### src/rtl/qracc_csr_slave.sv
// QRAcc control-interface responder: shadow config registers, atomic commit to cfg_o, start pulse.
// Optional QRACC_CSR_READBACK_EN makes config registers 0x08-0x28 readable.
package qracc_csr_pkg;
    typedef struct packed {
        logic [3:0]  n_input_bits_cfg;
        logic [3:0]  n_output_bits_cfg;
        logic        binary_cfg;
        logic [2:0]  adc_ref_range_shifts;
        logic [3:0]  filter_size_y;
        logic [3:0]  filter_size_x;
        logic [31:0] input_fmap_size;
        logic [31:0] output_fmap_size;
        logic [31:0] input_fmap_dimx;
        logic [31:0] input_fmap_dimy;
        logic [31:0] output_fmap_dimx;
        logic [31:0] output_fmap_dimy;
        logic [9:0]  num_input_channels;
        logic [9:0]  num_output_channels;
        logic [9:0]  mapped_matrix_offset_x;
        logic [9:0]  mapped_matrix_offset_y;
    } qracc_config_t;
endpackage

module qracc_csr_slave
    import qracc_csr_pkg::*;
#(
    parameter logic [31:0] ADDR_BASE    = 32'h0000_0000,
    parameter int          RESET_N_BITS = 4
) (
    input  logic          clk,
    input  logic          rst,
    input  logic [31:0]   ctrl_data_i,
    input  logic [31:0]   ctrl_addr_i,
    input  logic          ctrl_wen_i,
    input  logic          ctrl_valid_i,
    output logic          ctrl_ready_o,
    output logic [31:0]   ctrl_read_data_o,
    input  logic          busy_i,
    output qracc_config_t cfg_o,
    output logic          start_o,
    output logic          commit_pending_o
);

    typedef enum logic {IDLE, RESP} state_t;

    state_t        state_q, state_d;
    qracc_config_t shadow;
    logic          err;
    logic          pend_start;
    logic          accept;
    logic          legal;
    logic [5:0]    idx;
    logic [31:0]   rd_word;
    logic          unused_addr_lsb;

    assign unused_addr_lsb = &{1'b0, ctrl_addr_i[1:0]};

    function automatic qracc_config_t cfg_reset();
        qracc_config_t c;
        c = '0;
        c.n_input_bits_cfg  = 4'(RESET_N_BITS);
        c.n_output_bits_cfg = 4'(RESET_N_BITS);
        c.filter_size_x     = 4'd1;
        c.filter_size_y     = 4'd1;
        return c;
    endfunction

    always_ff @(posedge clk) begin
        if (rst) state_q <= IDLE;
        else     state_q <= state_d;
    end

    always_comb begin
        state_d      = state_q;
        ctrl_ready_o = 1'b0;
        case (state_q)
            IDLE: begin
                ctrl_ready_o = 1'b1;
                if (ctrl_valid_i) state_d = RESP;
            end
            RESP:    state_d = IDLE;
            default: state_d = IDLE;
        endcase
    end

    assign accept = ctrl_valid_i && ctrl_ready_o;
    assign idx    = ctrl_addr_i[7:2];
    assign legal  = (ctrl_addr_i[31:8] == ADDR_BASE[31:8]) && (idx <= 6'd10);

    always_comb begin
        rd_word = '0;
        case (idx)
            6'd1: rd_word = {29'd0, err, commit_pending_o, busy_i};
`ifdef QRACC_CSR_READBACK_EN
            6'd2: rd_word = {12'd0, shadow.filter_size_x, shadow.filter_size_y,
                             shadow.adc_ref_range_shifts, shadow.binary_cfg,
                             shadow.n_output_bits_cfg, shadow.n_input_bits_cfg};
            6'd3:  rd_word = shadow.input_fmap_size;
            6'd4:  rd_word = shadow.output_fmap_size;
            6'd5:  rd_word = shadow.input_fmap_dimx;
            6'd6:  rd_word = shadow.input_fmap_dimy;
            6'd7:  rd_word = shadow.output_fmap_dimx;
            6'd8:  rd_word = shadow.output_fmap_dimy;
            6'd9:  rd_word = {6'd0, shadow.num_output_channels, 6'd0, shadow.num_input_channels};
            6'd10: rd_word = {6'd0, shadow.mapped_matrix_offset_y, 6'd0, shadow.mapped_matrix_offset_x};
`endif
            default: rd_word = '0;
        endcase
    end

    always_ff @(posedge clk) begin
        if (rst) begin
            ctrl_read_data_o <= '0;
            shadow           <= cfg_reset();
            cfg_o            <= cfg_reset();
            err              <= 1'b0;
            commit_pending_o <= 1'b0;
            pend_start       <= 1'b0;
            start_o          <= 1'b0;
        end else begin
            start_o <= 1'b0;

            // Deferred commit drains the instant the accelerator goes idle.
            if (commit_pending_o && !busy_i) begin
                cfg_o            <= shadow;
                commit_pending_o <= 1'b0;
                start_o          <= pend_start;
                pend_start       <= 1'b0;
            end

            if (accept && !legal) err <= 1'b1;

            if (accept && !ctrl_wen_i) ctrl_read_data_o <= legal ? rd_word : 32'd0;

            if (accept && ctrl_wen_i && legal) begin
                case (idx)
                    6'd0: begin
                        if (ctrl_data_i[0]) begin
                            if (!commit_pending_o) begin
                                if (!busy_i) begin
                                    cfg_o   <= shadow;
                                    start_o <= ctrl_data_i[1];
                                end else begin
                                    commit_pending_o <= 1'b1;
                                    pend_start       <= ctrl_data_i[1];
                                end
                            end
                        end else if (ctrl_data_i[1]) begin
                            if (!busy_i && !commit_pending_o) start_o <= 1'b1;
                            else                              err     <= 1'b1;
                        end
                    end
                    6'd1: if (ctrl_data_i[2]) err <= 1'b0;
                    6'd2: begin
                        shadow.n_input_bits_cfg     <= ctrl_data_i[3:0];
                        shadow.n_output_bits_cfg    <= ctrl_data_i[7:4];
                        shadow.binary_cfg           <= ctrl_data_i[8];
                        shadow.adc_ref_range_shifts <= ctrl_data_i[11:9];
                        shadow.filter_size_y        <= ctrl_data_i[15:12];
                        shadow.filter_size_x        <= ctrl_data_i[19:16];
                    end
                    6'd3: shadow.input_fmap_size  <= ctrl_data_i;
                    6'd4: shadow.output_fmap_size <= ctrl_data_i;
                    6'd5: shadow.input_fmap_dimx  <= ctrl_data_i;
                    6'd6: shadow.input_fmap_dimy  <= ctrl_data_i;
                    6'd7: shadow.output_fmap_dimx <= ctrl_data_i;
                    6'd8: shadow.output_fmap_dimy <= ctrl_data_i;
                    6'd9: begin
                        shadow.num_input_channels  <= ctrl_data_i[9:0];
                        shadow.num_output_channels <= ctrl_data_i[25:16];
                    end
                    6'd10: begin
                        shadow.mapped_matrix_offset_x <= ctrl_data_i[9:0];
                        shadow.mapped_matrix_offset_y <= ctrl_data_i[25:16];
                    end
                    default: ;
                endcase
            end
        end
    end

endmodule

### config.mk
export PLATFORM = sky130hd
export DESIGN_NAME = qracc_csr_slave
export DESIGN_NICKNAME = d
export VERILOG_FILES = /design/src/rtl/qracc_csr_slave.sv
export SDC_FILE = /design/constraint.sdc
export NUM_CORES = 1
export LEC_CHECK = 0
export ABC_AREA = 0
export CELL_PAD_IN_SITES_DETAIL_PLACEMENT = 1
export CELL_PAD_IN_SITES_GLOBAL_PLACEMENT = 2
export CORE_MARGIN = 5
export CORE_UTILIZATION = 27
export DETAILED_ROUTE_END_ITERATION = 6
export HOLD_SLACK_MARGIN = 0.05
export PLACE_DENSITY_LB_ADDON = 0.1
export SLEW_MARGIN = 15
export SYNTH_ARGS = -nofsm -noshare
export SYNTH_HDL_FRONTEND = slang
export SYNTH_SLANG_ARGS = --single-unit
### constraint.sdc
create_clock -name clk -period 1.8 [get_ports clk]
set_input_delay 0.18 -clock clk [delete_from_list [all_inputs] [get_ports clk]]
set_output_delay 0.18 -clock clk [all_outputs]
set_load 0.005 [all_outputs]
# Word level (Yosys, flattened, before mapping)
# Cells that the tools add are included.
[totals]
register_bits = 541
inputBits = 69
elab_cells = 111
[classes]
magnitude_cmp = 1
eq_ne = 10
muxes = 38
bitwise = 1
reduce_logical = 23
[ops]
columns = ["op", "n"]
rows = [
  ["$mux W252", 6],
  ["$mux W32", 1],
  ["$mux W1", 28],
  ["$eq A6 B3 Y1 const B", 4],
  ["$logic_not A24 Y1", 1],
  ["$eq A6 B4 Y1 const B", 3],
  ["$reduce_and A2 Y1", 9],
  ["$eq A6 B2 Y1 const B", 2],
  ["$logic_and A1 B1 Y1", 8],
  ["$eq A6 B1 Y1 const B", 1],
  ["$le A6 B4 Y1 const B", 1],
  ["$logic_not A6 Y1", 1],
  ["$logic_not A1 Y1", 4],
  ["$pmux W1 S2", 2],
  ["$mux W3", 1],
  ["$not A1 Y1", 1],
]

# Longest topological paths before layout
# Gate-level depths: netlist of run 1.
[logic_depth]
word_depth = 10
mapped_depth = 8

# Least setup slack after synthesis of run 1
# Ideal clock, no wire load.
[synth_timing]
kind = "input port to flip-flop"
startpoint = "input ctrl_addr_i[10]"
endpoint = "register shadow[106] (netlist name)"
setup_time_ns = 0.143
t_arrival_ns = 1.668
setup_slack_ns = -0.011
path_stages = 8
cell_sequence = "nor4_2 -> nand4_1 -> buf_4 -> or4_1 -> buf_2 -> buf_6 -> nand2_1 -> a21oi_2"
[synth_between]
elab_chain_cells = 4
[synth_rtl]
columns = ["element", "line", "rtl"]
rows = [
  ["start: declaration", "33", "input logic [31:0] ctrl_addr_i,"],
  ["$logic_not A24 Y1", "88", "assign legal = (ctrl_addr_i[31:8] == ADDR_BASE[31:8]) && (idx <= 6'd10);"],
  ["$logic_and A1 B1 Y1", "88", ""],
  ["$logic_and A1 B1 Y1", "135", "if (accept && ctrl_wen_i && legal) begin"],
  ["$reduce_and A2 Y1 (no line)", "-", ""],
  ["end signal: assignment", "114", "shadow <= cfg_reset();"],
  ["end: declaration", "47", "qracc_config_t shadow;"],
]
# Every way passes these cells.
# A chain may end at the register's enable or synchronous reset.

# Final worst setup path of run 1
[layout_timing]
startpoint = "register state_q"
endpoint = "register cfg_o[162] (netlist name)"
[layout_between]
elab_chain_cells = 5
[layout_rtl]
columns = ["element", "line", "rtl"]
rows = [
  ["start: declaration", "46", "state_t state_q, state_d;"],
  ["start signal: assignment", "70", "else state_q <= state_d;"],
  ["$mux W1", "76", "case (state_q)"],
  ["$logic_and A1 B1 Y1", "86", "assign accept = ctrl_valid_i && ctrl_ready_o;"],
  ["$logic_and A1 B1 Y1 (2 in series)", "135", ""],
  ["$mux W252", "135", ""],
  ["end signal: assignment", "115", "cfg_o <= cfg_reset();"],
  ["end signal: assignment", "125", "cfg_o <= shadow;"],
  ["end signal: assignment", "141", "cfg_o <= shadow;"],
  ["end: declaration", "39", "output qracc_config_t cfg_o,"],
]
# Every way passes these cells.

==> run summary, run 1 <==
Outcome: complete, but fails checks
Failing checks: setup timing
Maximum VDD drop: 712 uV
I/O Buffers: 324
Min Hold Slack: 0.346 ns
Setup Skew: 0.0158 ns
Final HPWL DP: 50100 um
Register area share after synthesis: 0.540
Critical Path Start: state_q
Top cell type's share of synthesized area: 0.540
Area grow syn2layout: 48.2%
CTS tree: built
Sequential Power Share: 0.476
Detail Route Antenna Nets: 0
GP Congestion: 0.749
H-tree levels: 2
Worst-Margin Slew: 0.514 ns
CP Launch Type: register
Clk buf depth: 3
Die width: 275 um
Endpoint, Worst Hold: shadow[194]
Max Clk Rate: 510 MHz
Cell internal pwr: 0.0183 W
Cell variety after synth: 37
DRT iter0 DRCs: 879
Layout net count: 2812
Grt met3 use: 0.0404
Design area: 28100 sq um
Period utilization: 1.09
Commonest non-fill, non-tap cell in the layout: nand2_1
Worst slack, placed: -0.753 ns
Drt drc: 0
Fin. Hold Viols: 0
Part of the power in combinational logic: 0.042
Initial antenna violation count: 8
Met1 GRT Util: 0.257
Critical Path RT: 2.34 ns
Initial core utilization: 0.272
Clock root cell: clkbuf_16
Post-place instance area: 24000 sq um
Clk slew on worst S/H paths: 0.06 ns
Worst r2r src: state_q
GRT Total Usage: 0.197
Die Height: 275 um
I/O pin cnt: 356
R2R Setup Slk: -0.16 ns
GR peak layer: met2
CP max FO: 10
Fraction of layout cells with a size suffix above 1: 0.231
DR WL/cell: 22.0 um
Vias in the first global route: 17800
Largest net degree at the start of global routing: 76
Max cap viols: 0
Reg-to-Reg End: cfg_o[162]
Worst slew margin: 0.656
Final WS setup: -0.162 ns
Row count: 97
Gate Count Post-Synth: 2338
DR vias: 17400
CTS buffer count: 58
WHS Path Cells: 4
Slew Viols, Final: 0
Avg Cell Area, Syn: 8.12 sq um
Grt ovf: 0
Met2 Resource Use GR: 0.334
Yosys Warn Count: 0
Filler cells: 8013
Final setup vio count: 438
Largest area contributor in the netlist: dfxtp_1
Synth Cell Area: 19000 sq um
Clock power frac: 0.482
Psw: 0.00551 W
Worst Hold Class: primary input to register
Power Dens Cells: 846 nW/um^2
Worst Hold Launch: ctrl_data_i[26]
FF-to-FF path depth: 9
CTS sink cnt: 512
CP Capture Type: register
Highest-count cells in the layout ignoring fill and taps: nand2_1, dfxtp_1, clkdlybuf4s50_1
Core area: 69900 sq um
Post-layout min period: 1.96 ns
Area contributors post-synth: dfxtp_1, nand2_1, a21oi_1
First-pass GRT wire length: 113000 um
RSZ-0062 raised after global routing: true
Flops & latches, synth: 512
CP arrival: 2.51 ns
Vias/cell: 4.67
Final Power: 0.0238 W
Die area: 75700 sq um
Worst-Skew Late Latency: 0.62 ns
Switching portion of total power: 0.231
Drt pass-1 iters: 5
Crit Path Category: register to register
Leak pwr: 9.26 nW
Total wire length: 81900 um
==> stage by stage <==
step / util / setup TNS (ns) / std cells
final: 0.403 / -29.96 / 3730
after global placement: 0.344 / -293.03 / 3563
after CTS: 0.379 / -7.09 / 3685
after global routing: 0.403 / -65.91 / 3728
after floorplan: - / -0.0864 / 2366
after detailed placement: 0.344 / -328.79 / 3563
==> registers in the layout, indices dropped and copies added (netlist names) <==
| name | count |
|---|---|
| cfg_o | 252 |
| commit_pending_o | 1 |
| ctrl_read_data_o | 3 |
| err | 1 |
| pend_start | 1 |
| shadow | 252 |
| start_o | 1 |
| state_q | 1 |
==> worst max-delay path, stage by stage (launching register included) <==
cell       delay, ns
dfxtp_2         0.32
and3b_2         0.23
and4b_2         0.26
a41oi_4         0.27
buf_12          0.16
buf_16          0.14
buf_12          0.15
clkbuf_16       0.16
nand2_1         0.07
a21oi_1         0.13
==> Yosys cell counts, drive strengths merged <==
master   count
a2111oi      1
a211oi       1
a21boi       1
a21oi      499
a221o        1
a41o         1
a41oi        1
and2         1
and3         1
and3b        1
and4         1
and4b        1
buf        143
clkbuf      80
conb         1
dfxtp      512
inv          3
nand2     1015
nand3       23
nand4        2
nor2         7
nor2b        6
nor3         1
nor3b        1
nor4        18
o211a        1
o21a         1
o21ai        2
o41ai        2
or2          1
or4          9
==> layout make-up <==
class | instances | area (sq um) | share of cell area
Antenna cell | 5 | 12.5 | 0.000445
Clock buffer | 89 | 1720 | 0.0611
Clock inverter | 13 | 97.6 | 0.00347
Inverter | 3 | 11.3 | 0.000400
Multi-Input combinational cell | 1628 | 8500 | 0.302
Sequential cell | 512 | 10300 | 0.364
Tap cell | 940 | 1180 | 0.0418
Timing Repair Buffer | 540 | 6380 | 0.227
==> power groups by stage <==
| stage | logic (W) | clock network, W | registers [W] |
|---|---|---|---|
| after detailed placement | 0.000948 | 0 | 0.0116 |
| after global placement | 0.000938 | 0 | 0.0116 |
| after CTS | 0.000967 | 0.0118 | 0.0113 |
| final | 0.000995 | 0.0115 | 0.0113 |
| after floorplan | 0.000350 | 0 | 0.0116 |
| after global routing | 0.00103 | 0.0123 | 0.0113 |
==> logic make-up (layout without fill, tap and decap cells) <==
kind of cell,Yosys count,in the layout,synth area share
compound gates,511,511,0.161
buf+inv,226,645,0.0690
flops,512,512,0.540
other cells,1,34,0.000197
simple gates,1088,1088,0.230
==> per-layer routing <==
metal	vias up	part of all wire
met5	-	0.00042
met4	4	0.020
met3	86	0.045
met2	349	0.48
met1	8642	0.45
li1	8330	-
==> worst max-delay path by stage <==
stage / slack, ns / to / cells after the start
after global placement: -0.66 / cfg_o[226] / 8
after global routing: -0.22 / cfg_o[162] / 9
after CTS: -0.08 / cfg_o[144] / 10
after detailed placement: -0.75 / cfg_o[126] / 8
after floorplan: -0.001 / shadow[137] / 8
final: -0.16 / cfg_o[162] / 9
==> what timing repair did <==
| item | 4_1_cts | 5_1_grt |
|---|---|---|
| setup endpoints to repair | 510 | 518 |
| hold buffers | 1 | 0 |
| pin swaps | 33 | 131 |
| gates cloned | 8 | 33 |
| buffers inserted | 11 | 10 |
| resized for setup | 81 | 231 |
| endpoints found under the hold margin | 39 | 0 |
Power figures use the tool's default switching activity.
==> inputs of run 2 (changes only) <==
--- a/config.mk
+++ b/config.mk
@@ -13,7 +13,7 @@
 export DETAILED_ROUTE_END_ITERATION = 6
 export HOLD_SLACK_MARGIN = 0.05
 export PLACE_DENSITY_LB_ADDON = 0.1
-export SLEW_MARGIN = 15
+export SLEW_MARGIN = 30
 export SYNTH_ARGS = -nofsm -noshare
 export SYNTH_HDL_FRONTEND = slang
 export SYNTH_SLANG_ARGS = --single-unit
==> results of run 2 <==
The final DEF is identical to that of run 1; final timing and power are the same.
